`config.mk`:
```
export PLATFORM = sky130hd
export DESIGN_NAME = serial_adder
export DESIGN_NICKNAME = d
export VERILOG_FILES = /design/src/rtl/serial_adder_pkg.sv /design/src/rtl/full_adder_cell.sv /design/src/rtl/serial_adder.sv
export SDC_FILE = /design/constraint.sdc
export NUM_CORES = 1
export LEC_CHECK = 0
export ABC_AREA = 1
export BUFFER_PORTS_ARGS = -buffer_cell sky130_fd_sc_hd__buf_2
export CORE_MARGIN = 2
export CORE_UTILIZATION = 42
export DETAILED_ROUTE_END_ITERATION = 12
export MAX_ROUTING_LAYER = met4
export PLACE_DENSITY_LB_ADDON = 0.2
export RECOVER_POWER = 50
export SLEW_MARGIN = 20
export SYNTH_ARGS = -nofsm -noshare
export SYNTH_HDL_FRONTEND = slang
export SYNTH_SLANG_ARGS = --single-unit
```
`constraint.sdc`:
```
create_clock -name clk -period 1.8 [get_ports clk]
set_input_delay 0.45 -clock clk [delete_from_list [all_inputs] [get_ports clk]]
set_output_delay 0.45 -clock clk [all_outputs]
set_load 0.01 [all_outputs]
```
`src/rtl/serial_adder_pkg.sv`:
```
// Shared definitions for the serial adder: FSM encoding and counter sizing.
package serial_adder_pkg;

  localparam logic [1:0] ST_IDLE = 2'd0;
  localparam logic [1:0] ST_RUN  = 2'd1;
  localparam logic [1:0] ST_DONE = 2'd2;

  typedef enum logic [1:0] {
    IDLE = ST_IDLE,
    RUN  = ST_RUN,
    DONE = ST_DONE
  } state_e;

  // One spare bit so the chunk counter cannot wrap within an operation.
  function automatic int cnt_w(input int n);
    return $clog2(n) + 1;
  endfunction

endpackage

```
`src/rtl/full_adder_cell.sv`:
```
// One-bit full adder: two half-adder stages whose carries are OR-ed.
module full_adder_cell (
  input  logic a,
  input  logic b,
  input  logic cin,
  output logic s,
  output logic cout
);

  logic s1, c1, c2;

  assign s1   = a ^ b;
  assign c1   = a & b;
  assign s    = s1 ^ cin;
  assign c2   = s1 & cin;
  assign cout = c1 | c2;

endmodule

```
`src/rtl/serial_adder.sv`:
```
// Multi-cycle add/subtract: BITS_PER_CYCLE bits per clock with a registered
// carry between chunks; start/busy/done handshake, result held until next op.
module serial_adder
  import serial_adder_pkg::*;
#(
  parameter int WIDTH          = 8,
  parameter int BITS_PER_CYCLE = 1
) (
  input  logic             clk,
  input  logic             rst_n,
  input  logic             start,
  input  logic [WIDTH-1:0] a,
  input  logic [WIDTH-1:0] b,
  input  logic             cin,
  input  logic             sub,
  output logic             busy,
  output logic             done,
  output logic [WIDTH-1:0] sum,
  output logic             cout,
  output logic             overflow
);

  localparam int N  = WIDTH / BITS_PER_CYCLE;
  localparam int CW = cnt_w(N);

  generate
    if (WIDTH < 2 || BITS_PER_CYCLE < 1 || (WIDTH % BITS_PER_CYCLE) != 0) begin : g_bad_cfg
      $error("serial_adder: BITS_PER_CYCLE must divide WIDTH and WIDTH must be >= 2");
    end
  endgenerate

  state_e                  state_q, state_d;
  logic [WIDTH-1:0]        a_q, b_q, psum_q, psum_d;
  logic                    carry_q;
  logic [CW-1:0]           cnt_q;
  logic                    a_msb_q, b_msb_q;
  logic [BITS_PER_CYCLE:0] c;
  logic [BITS_PER_CYCLE-1:0] chunk_s;
  logic                    accept, last;

  assign c[0] = carry_q;

  for (genvar i = 0; i < BITS_PER_CYCLE; i++) begin : g_fa
    full_adder_cell u_fa (
      .a    (a_q[i]),
      .b    (b_q[i]),
      .cin  (c[i]),
      .s    (chunk_s[i]),
      .cout (c[i+1])
    );
  end

  assign accept = (state_q == IDLE) && start;
  assign last   = (state_q == RUN) && (cnt_q == CW'(N - 1));

  // New chunk enters at the MSB end; after N chunks the LSB chunk has reached bit 0.
  assign psum_d = (psum_q >> BITS_PER_CYCLE) | (WIDTH'(chunk_s) << (WIDTH - BITS_PER_CYCLE));

  assign busy = (state_q == RUN);
  assign done = (state_q == DONE);

  always_ff @(posedge clk or negedge rst_n) begin
    if (!rst_n) state_q <= IDLE;
    else        state_q <= state_d;
  end

  always_comb begin
    state_d = state_q;
    case (state_q)
      IDLE:    if (start) state_d = RUN;
      RUN:     if (last)  state_d = DONE;
      DONE:    state_d = IDLE;
      default: state_d = IDLE;
    endcase
  end

  always_ff @(posedge clk or negedge rst_n) begin
    if (!rst_n) begin
      a_q      <= '0;
      b_q      <= '0;
      psum_q   <= '0;
      carry_q  <= 1'b0;
      cnt_q    <= '0;
      a_msb_q  <= 1'b0;
      b_msb_q  <= 1'b0;
      sum      <= '0;
      cout     <= 1'b0;
      overflow <= 1'b0;
    end else if (accept) begin
      a_q     <= a;
      b_q     <= sub ? ~b : b;
      carry_q <= sub | cin;
      cnt_q   <= '0;
      a_msb_q <= a[WIDTH-1];
      b_msb_q <= sub ? ~b[WIDTH-1] : b[WIDTH-1];
    end else if (state_q == RUN) begin
      a_q     <= a_q >> BITS_PER_CYCLE;
      b_q     <= b_q >> BITS_PER_CYCLE;
      psum_q  <= psum_d;
      carry_q <= c[BITS_PER_CYCLE];
      cnt_q   <= cnt_q + CW'(1);
      if (last) begin
        sum      <= psum_d;
        cout     <= c[BITS_PER_CYCLE];
        overflow <= (a_msb_q == b_msb_q) && (psum_d[WIDTH-1] != a_msb_q);
      end
    end
  end

endmodule

```
; Word-level counts from Yosys, hierarchy flattened
; Cells that the tools add are included.
[totals]
elab_cells = 50
inputBits = 21
ff_bits = 43
out_inout_bits = 12
[op_classes]
reduce_logical = 8
muxes = 13
n_addsub = 1
bitwise = 10
eq_ne = 7
[ops]
columns = cell, n
row1 = $mux W8, 5
row2 = $mux W4, 2
row3 = $not A8 Y8, 1
row4 = $or A7 B8 Y8, 1
row5 = $add A4 B1 Y4 const B, 1
row6 = $eq A4 B3 Y1 const B, 1
row7 = $mux W2, 2
row8 = $pmux W2 S2, 1
row9 = $reduce_and A2 Y1, 2
row10 = $logic_and A1 B1 Y1, 3
row11 = $mux W1, 3
row12 = $reduce_and A3 Y1, 1
row13 = $and A1 B1 Y1, 2
row14 = $eq A2 B1 Y1 const B, 1
row15 = $eq A2 B2 Y1 const B, 1
row16 = $logic_not A2 Y1, 1
row17 = $ne A2 B1 Y1 const B, 1
row18 = $ne A2 B2 Y1 const B, 1
row19 = $not A1 Y1, 2
row20 = $or A1 B1 Y1, 2
row21 = $reduce_bool A2 Y1, 1
row22 = $xor A1 B1 Y1, 2
row23 = $eq A1 B1 Y1, 1
row24 = $ne A1 B1 Y1, 1

; Longest topological paths before layout
; Gate-level depths: netlist of the first run.
[logic_depth]
word_depth = 5
mapped_depth = 7
ltp_nobuf = 7

; Modules after synthesis
; From an unflattened synthesis of the first run, not the netlist that was laid out.
[hier_totals]
hier_cells = 238
hier_area_um2 = 1958.1
[modules_own_cells]
columns = mod, area_per_inst_um2, seq_area_each_um2, instances, cells_per_inst
row1 = serial_adder, 1938.1, 1051.0, 1, 237
row2 = full_adder_cell, 20.0, 0.0, 1, 1

; Least setup slack after synthesis of the first run
; Ideal clock, no wire load.
[synth_path]
kind = flip-flop to flip-flop
from = reg carry_q
to = reg overflow
path_slack_ps = 500
setup_ps = 116
path_buffers = 0
synth_period_minus_slack_ps = 1300
arrival_time_ps = 1183
stages_incl_launch_ff = 7
path_cell_list = dfrtp_1 fa_1 inv_1 nand3_1 nand2_1 nand2_1 nand2_1
[synth_between]
elab_chain_cells = 4
[synth_rtl]
columns = element, line_no
row1 = from (decl), serial_adder.sv:34  ; logic carry_q;
row2 = from (signal assigned), serial_adder.sv:92  ; carry_q <= sub | cin;
row3 = from (signal assigned), serial_adder.sv:100  ; carry_q <= c[BITS_PER_CYCLE];
row4 = $xor A1 B1 Y1, full_adder_cell.sv:14  ; assign s = s1 ^ cin;
row5 = net chunk_s, serial_adder.sv:38  ; logic [BITS_PER_CYCLE-1:0] chunk_s;
row6 = $or A7 B8 Y8, serial_adder.sv:57  ; assign psum_d = (psum_q >> BITS_PER_CYCLE) | (WIDTH'(chunk_s) << (WIDTH - BITS_PER_CYCLE));
row7 = $ne A1 B1 Y1, serial_adder.sv:105  ; overflow <= (a_msb_q == b_msb_q) && (psum_d[WIDTH-1] != a_msb_q);
row8 = $logic_and A1 B1 Y1, serial_adder.sv:105
row9 = to (signal assigned), serial_adder.sv:105
row10 = to (decl), serial_adder.sv:20  ; output logic overflow
; The timed path passes the listed nets, and every way through them passes these cells.
; A chain may end at the register's enable or synchronous reset.

; Final worst setup path of the first run
[layout_path]
from = reg state_q[0]
to = out busy
[layout_between]
elab_chain_cells = 1
[layout_rtl]
columns = element, line_no
row1 = from (decl), serial_adder.sv:32  ; state_e state_q, state_d;
row2 = from (signal assigned), serial_adder.sv:64  ; else state_q <= state_d;
row3 = $eq A2 B1 Y1, serial_adder.sv:59  ; assign busy = (state_q == RUN);
row4 = to (decl), serial_adder.sv:16  ; output logic busy,
; Every way passes these cells.

==> flow_summary_export.csv, run 1 <==
group,metric,value,unit
status,status,"complete, no violations",
cts,hold_buffers,0,
floorplanning,start_util,0.432,
cts,cts-buffers-inserted,5,
floorplanning,dieHeight,73.2,µm
floorplanning,rows,25,
synth,syn_avg_cell_area,8.15,µm²
routing,met1_length,1850,µm
worst_setup_path,worstPathRequired,1350,ps
timing,fin_skew,6.29,ps
finish,drive_gt1_frac,0.181,
grt,grt_overflow_total,0,
routing,drt_pre_antenna_iters,4,
worst_setup_path,arrival,1250,ps
synth,synth-seq-area-share,0.522,
timing,grt_setup_unrepaired,"false",
place,gp_congestion,0.743,
synth,synth-simple-area-share,0.308,
timing,finalCritPeriodShare,0.945,
grt,grt_max_degree,27,
routing,vias_per_cell,4.68,
timing,max_slew.worst_pin.slew,945,ps
grt,grt_usage,0.160,
floorplanning,pin_count,33,
synth,synth_top_family_by_area,"simple AND/OR/NAND/NOR gates",
pwr,p_leak,1.26,nW
synth,synth-adder-area-share,0.0162,
routing,wl_met3,128,µm
synth,synth-xor-area-share,0.00435,
timing,setup_viol_count_final,0,
finish,regArea,1050,µm²
cts,clockRootBuffer,"clkbuf_8",
pwr,report.power.total,3.70,mW
floorplanning,fp.dieW,73.2,µm
cts,clk_pin_slew_worst_paths,80,ps
routing,topRoutingLayerUsed,"met4",
routing,vias,1572,
synth,synth-compound-area-share,0.0665,
synth,synth_area,2010,µm²
routing,antenna_left,0,
flow_run,maxCapViolCount,0,
timing,setup_tns,0,ps
cts,clkSinkCount,42,
synth,yosysWarningCount,0,
finish,final_nets,304,
synth,ys_types,20,
finish,multiInputGateArea,796,µm²
synth,synth-seq-cells,42,
finish,fill_cells,474,
timing,slew_viol_final,0,
cts,post_cts_buffers,0,
routing,drt_wl_total,3830,µm
routing,drt_iter0_drc,147,
synth,syn_nets,270,
timing,whs,278,ps
finish,stdcell_area,2300,µm²
synth,synthMuxAreaShare,0,
grt,grt_pass1_wl,6420,µm
place,hpwl,2730,µm
cts,cts_tree,"done",
worst_setup_path,critical_path.max_fanout,10,
finish,syn2layout_area_growth,14.1,%
floorplanning,coreArea,4660,µm²
cts,cts_buffer_depth,2,
worst_setup_path,crit_type,"register to primary output",
pwr,p_per_area,1610,nW/µm²
cts,cts_resized,0,
finish,final_common_cell,"nand2_1",
finish,diodes,0,
routing,drc_errors,0,
worst_hold_path,hp-class,"input port to asynchronous set/reset pin",
grt,first_global_vias,1480,
place,port_buffers,32,
place,post_dp_cell_area,2210,µm²
timing,relSlewSlack,0.370,
pwr,ir_drop,0.000539,V
cts,clock_latency,290,ps
worst_setup_path,critical_path.startpoint_type,"register",
timing,finalCriticalPeriod,1700,ps
grt,antenna_found_initial,0,
finish,final_cell_mix,"110 x nand2_1, 42 x dfrtp_1, 29 x nand3_1",
timing,finalHoldViolCount,0,
routing,wl_per_cell,11.4,µm
worst_setup_path,worstSetupEndpointType,"primary output",
floorplanning,die_area,5360,µm²
cts,htree_levels,2,
synth,syn_inst,247,
timing,fmax,588,MHz
routing,route.met2.wl,1810,µm
-- flip-flops by register name, summed over array words and instances, names as in the netlist --
signal    cells
state_q       2
carry_q       1
cout          1
sum           8
a_q           8
a_msb_q       1
b_q           8
overflow      1
cnt_q         4
b_msb_q       1
psum_q        7
-- through the flow --
step | setup slack [ps] | std cells | utilization
floorplan | 500 | 247 | -
global placement | 430 | 328 | 0.474
detailed placement | 407 | 328 | 0.474
CTS | 79.3 | 336 | 0.497
global route | 18.3 | 336 | 0.493
finish | 99.0 | 336 | 0.493
-- synthesized netlist by cell type --
cell | n | area share
buf_6 | 4 | 0.022
buf_4 | 3 | 0.011
nand3_1 | 29 | 0.072
a21oi_1 | 1 | 0.0025
dfrtp_1 | 42 | 0.52
o211ai_1 | 1 | 0.0037
fa_1 | 1 | 0.010
xor2_1 | 1 | 0.0044
nand2_1 | 110 | 0.21
inv_1 | 21 | 0.039
ha_1 | 1 | 0.0062
nand2_2 | 1 | 0.0031
nand2_4 | 1 | 0.0056
o21ai_1 | 1 | 0.0025
nor2_4 | 2 | 0.011
o21ai_0 | 11 | 0.027
buf_2 | 3 | 0.0075
o21ai_2 | 7 | 0.030
nor2_1 | 6 | 0.011
inv_2 | 1 | 0.0019
-- metal layers --
metal | track usage | vias to the layer above
met1 | 0.198 | 710
met4 | 0.0556 | 0
met3 | 0.0428 | 2
met2 | 0.254 | 27
met5 | - | -
li1 | - | 833
-- power breakdown --
part | internal, mW | total (mW) | switching (mW)
logic | 0.509 | 1.38 | 0.871
clock network | 0.414 | 0.731 | 0.317
registers | 1.35 | 1.59 | 0.238
total | 2.28 | 3.70 | 1.43
-- worst paths after layout --
check	from	end	slack, ps	cells past startpoint
max	state_q[0]$_DFFE_PN0P_	busy	100	3
min	rst_n	b_q[4]$_DFFE_PN0P_	280	1
max reg2reg	cnt_q[0]$_DFFE_PN0P_	cout$_DFFE_PN0P_	420	7
min reg2reg	sum[2]$_DFFE_PN0P_	sum[2]$_DFFE_PN0P_	480	2
max in group asynchronous	rst_n	psum_q[7]$_DFFE_PN0P_	370	2
min in group clk	a[3]	a_q[3]$_DFFE_PN0P_	360	3
-- final cells by class --
class	instances	share of cell area
Timing Repair Buffer	37	0.0823
Clock inverter	2	0.0163
Sequential cell	42	0.458
Tap cell	54	0.0294
Inverter	22	0.0360
Multi-Input combinational cell	173	0.347
Clock buffer	6	0.0316
-- critical path, cell delays in order (launching register included) --
cell     delay (ps)
dfrtp_1         460
inv_2            70
nor2_4          240
buf_2           190
-- kinds of logic after synthesis --
logic type               Yosys count
AND/OR/NAND/NOR                  149
flip-flops                        42
buffers and inverters             32
AO/OA/AOI/OAI                     21
adder cells (fa/ha/maj)            2
XOR/XNOR                           1
Note: power is estimated with default switching activity, not from simulation.
==> run 2: changes to the inputs <==
- BUFFER_PORTS_ARGS: -buffer_cell sky130_fd_sc_hd__buf_2 -> -buffer_cell sky130_fd_sc_hd__clkbuf_2
==> flow_summary_export.csv, run 2 (synthesized netlist as in run 1, its figures left out) <==
group,metric,value,unit
pwr,netSwitchingFraction,0.388,
worst_setup_path,path_cells,"inv_2, nor2_4, clkbuf_2",
cts,cts-buffers-inserted,5,
finish,syn2layout_area_growth,14.2,%
pwr,seqPwrFrac,0.429,
pwr,switchingPower,1.44,mW
timing,whs,353,ps
finish,largestRegisters,"a_q (8), b_q (8), sum (8)",
place,post_dp_cell_area,2210,µm²
grt,grt_pass1_wl,6480,µm
finish,fill_cells,462,
routing,drt_iter0_drc,76,
place,hpwl,2610,µm
finish,final_nets,304,
status,status,"complete, no violations",
grt,grt_overflow_total,0,
cts,hold_buffers,0,
floorplanning,fp.dieW,73.2,µm
pwr,power_frac_clock,0.199,
routing,vias,1589,
floorplanning,pin_count,33,
finish,stdcell_area,2300,µm²
worst_setup_path,worstPathRequired,1350,ps
timing,setup_tns,0,ps
timing,fmax,590,MHz
place,gp_congestion,0.761,
worst_setup_path,critical_path.max_fanout,10,
cts,clockRootBuffer,"clkbuf_8",
grt,grt_max_degree,43,
floorplanning,coreArea,4660,µm²
pwr,p_leak,1.27,nW
timing,finalHoldViolCount,0,
cts,cts_resized,0,
floorplanning,start_util,0.432,
place,port_buffers,32,
timing,setup_viol_count_final,0,
cts,post_cts_buffers,0,
worst_setup_path,cpMaxStageDelayCell,"dfrtp_1",
timing,relSlewSlack,0.305,
timing,slew_viol_final,0,
cts,cts_tree,"done",
routing,antenna_left,0,
cts,clock_latency,290,ps
pwr,p_int,2.27,mW
worst_setup_path,worstSetupEndpointType,"primary output",
timing,fin_skew,8.86,ps
cts,cts_buffer_depth,2,
finish,final_cell_mix,"110 x nand2_1, 42 x dfrtp_1, 29 x nand3_1, 29 x clkbuf_2, 21 x inv_1",
finish,final_util,0.493,
pwr,p_comb_frac,0.373,
grt,first_global_vias,1466,
cts,htree_levels,2,
worst_setup_path,crit_type,"register to primary output",
worst_setup_path,slowest_delay,460,ps
pwr,ir_drop,0.000536,V
floorplanning,dieHeight,73.2,µm
worst_setup_path,arrival,1240,ps
finish,final_common_cell,"nand2_1",
floorplanning,die_area,5360,µm²
timing,grt_setup_unrepaired,"false",
finish,drive_gt1_frac,0.184,
timing,finalCritPeriodShare,0.941,
cts,clkSinkCount,42,
worst_hold_path,hp-class,"input port to register",
floorplanning,rows,25,
worst_setup_path,critical_path.startpoint_type,"register",
pwr,p_per_area,1620,nW/µm²
routing,drc_errors,0,
routing,wl_per_cell,11.5,µm
timing,finalCriticalPeriod,1690,ps
cts,clk_pin_slew_worst_paths,80,ps
grt,grt_usage,0.163,
routing,drt_wl_total,3850,µm
finish,diodes,0,
timing,max_slew.worst_pin.slew,1040,ps
routing,vias_per_cell,4.73,
grt,antenna_found_initial,0,
flow_run,maxCapViolCount,0,
routing,drt_pre_antenna_iters,4,
## run 2: changes by cell type in the layout (fill, tap and decap cells not counted), sizes merged
| cell | before | now |
|---|---|---|
| clkbuf | 12 | 39 |
| buf | 31 | 4 |
## run 2: final timing paths
kind / from / to / slack [ps] / cells after the start
max in group asynchronous: rst_n / psum_q[7]$_DFFE_PN0P_ / 760 / 2
min reg2reg: sum[5]$_DFFE_PN0P_ / sum[5]$_DFFE_PN0P_ / 480 / 2
min in group asynchronous: rst_n / sum[1]$_DFFE_PN0P_ / 410 / 2
min: a[6] / a_q[6]$_DFFE_PN0P_ / 350 / 3
max: state_q[0]$_DFFE_PN0P_ / busy / 110 / 3
max reg2reg: cnt_q[0]$_DFFE_PN0P_ / sum[0]$_DFFE_PN0P_ / 390 / 7
## run 2: critical path: cells and delay by family, from the launching register on
family,cells,cell delay [ps]
flip-flops,1,460
buffers and inverters,2,260
AND/OR/NAND/NOR,1,230
## run 2: cell type report
| cell class | count | area, µm² | share of cell area |
|---|---|---|---|
| Timing Repair Buffer | 37 | 190 | 0.0828 |
| Tap cell | 54 | 67.6 | 0.0294 |
| Sequential cell | 42 | 1050 | 0.458 |
| Clock buffer | 6 | 72.6 | 0.0316 |
| Clock inverter | 2 | 37.5 | 0.0163 |
| Inverter | 22 | 82.6 | 0.0359 |
| Multi-Input combinational cell | 173 | 796 | 0.346 |
## run 2: power groups by stage
stage / registers, mW / logic (mW) / clock network [mW]
finish: 1.59 / 1.38 / 0.739
CTS: 1.59 / 1.43 / 0.762
global placement: 1.61 / 1.40 / 0
floorplan: 1.61 / 1.04 / 0
global route: 1.64 / 1.61 / 0.797
detailed placement: 1.61 / 1.42 / 0
## run 2: stage by stage
| step | cells | setup WS (ps) | power (mW) |
|---|---|---|---|
| after floorplan | 247 | 500 | 2.65 |
| after global placement | 328 | 413 | 3.01 |
| after detailed placement | 328 | 391 | 3.03 |
| after CTS | 336 | 82.6 | 3.79 |
| after global routing | 336 | 14.6 | 4.06 |
| final | 336 | 105 | 3.72 |
## run 2: routing by layer
metal | up-vias | part of all wire | global-route usage
li1 | 834 | - | -
met1 | 723 | 0.48 | 0.198
met2 | 27 | 0.47 | 0.262
met3 | 5 | 0.032 | 0.0414
met4 | 0 | 0.017 | 0.0617
met5 | - | 0 | -
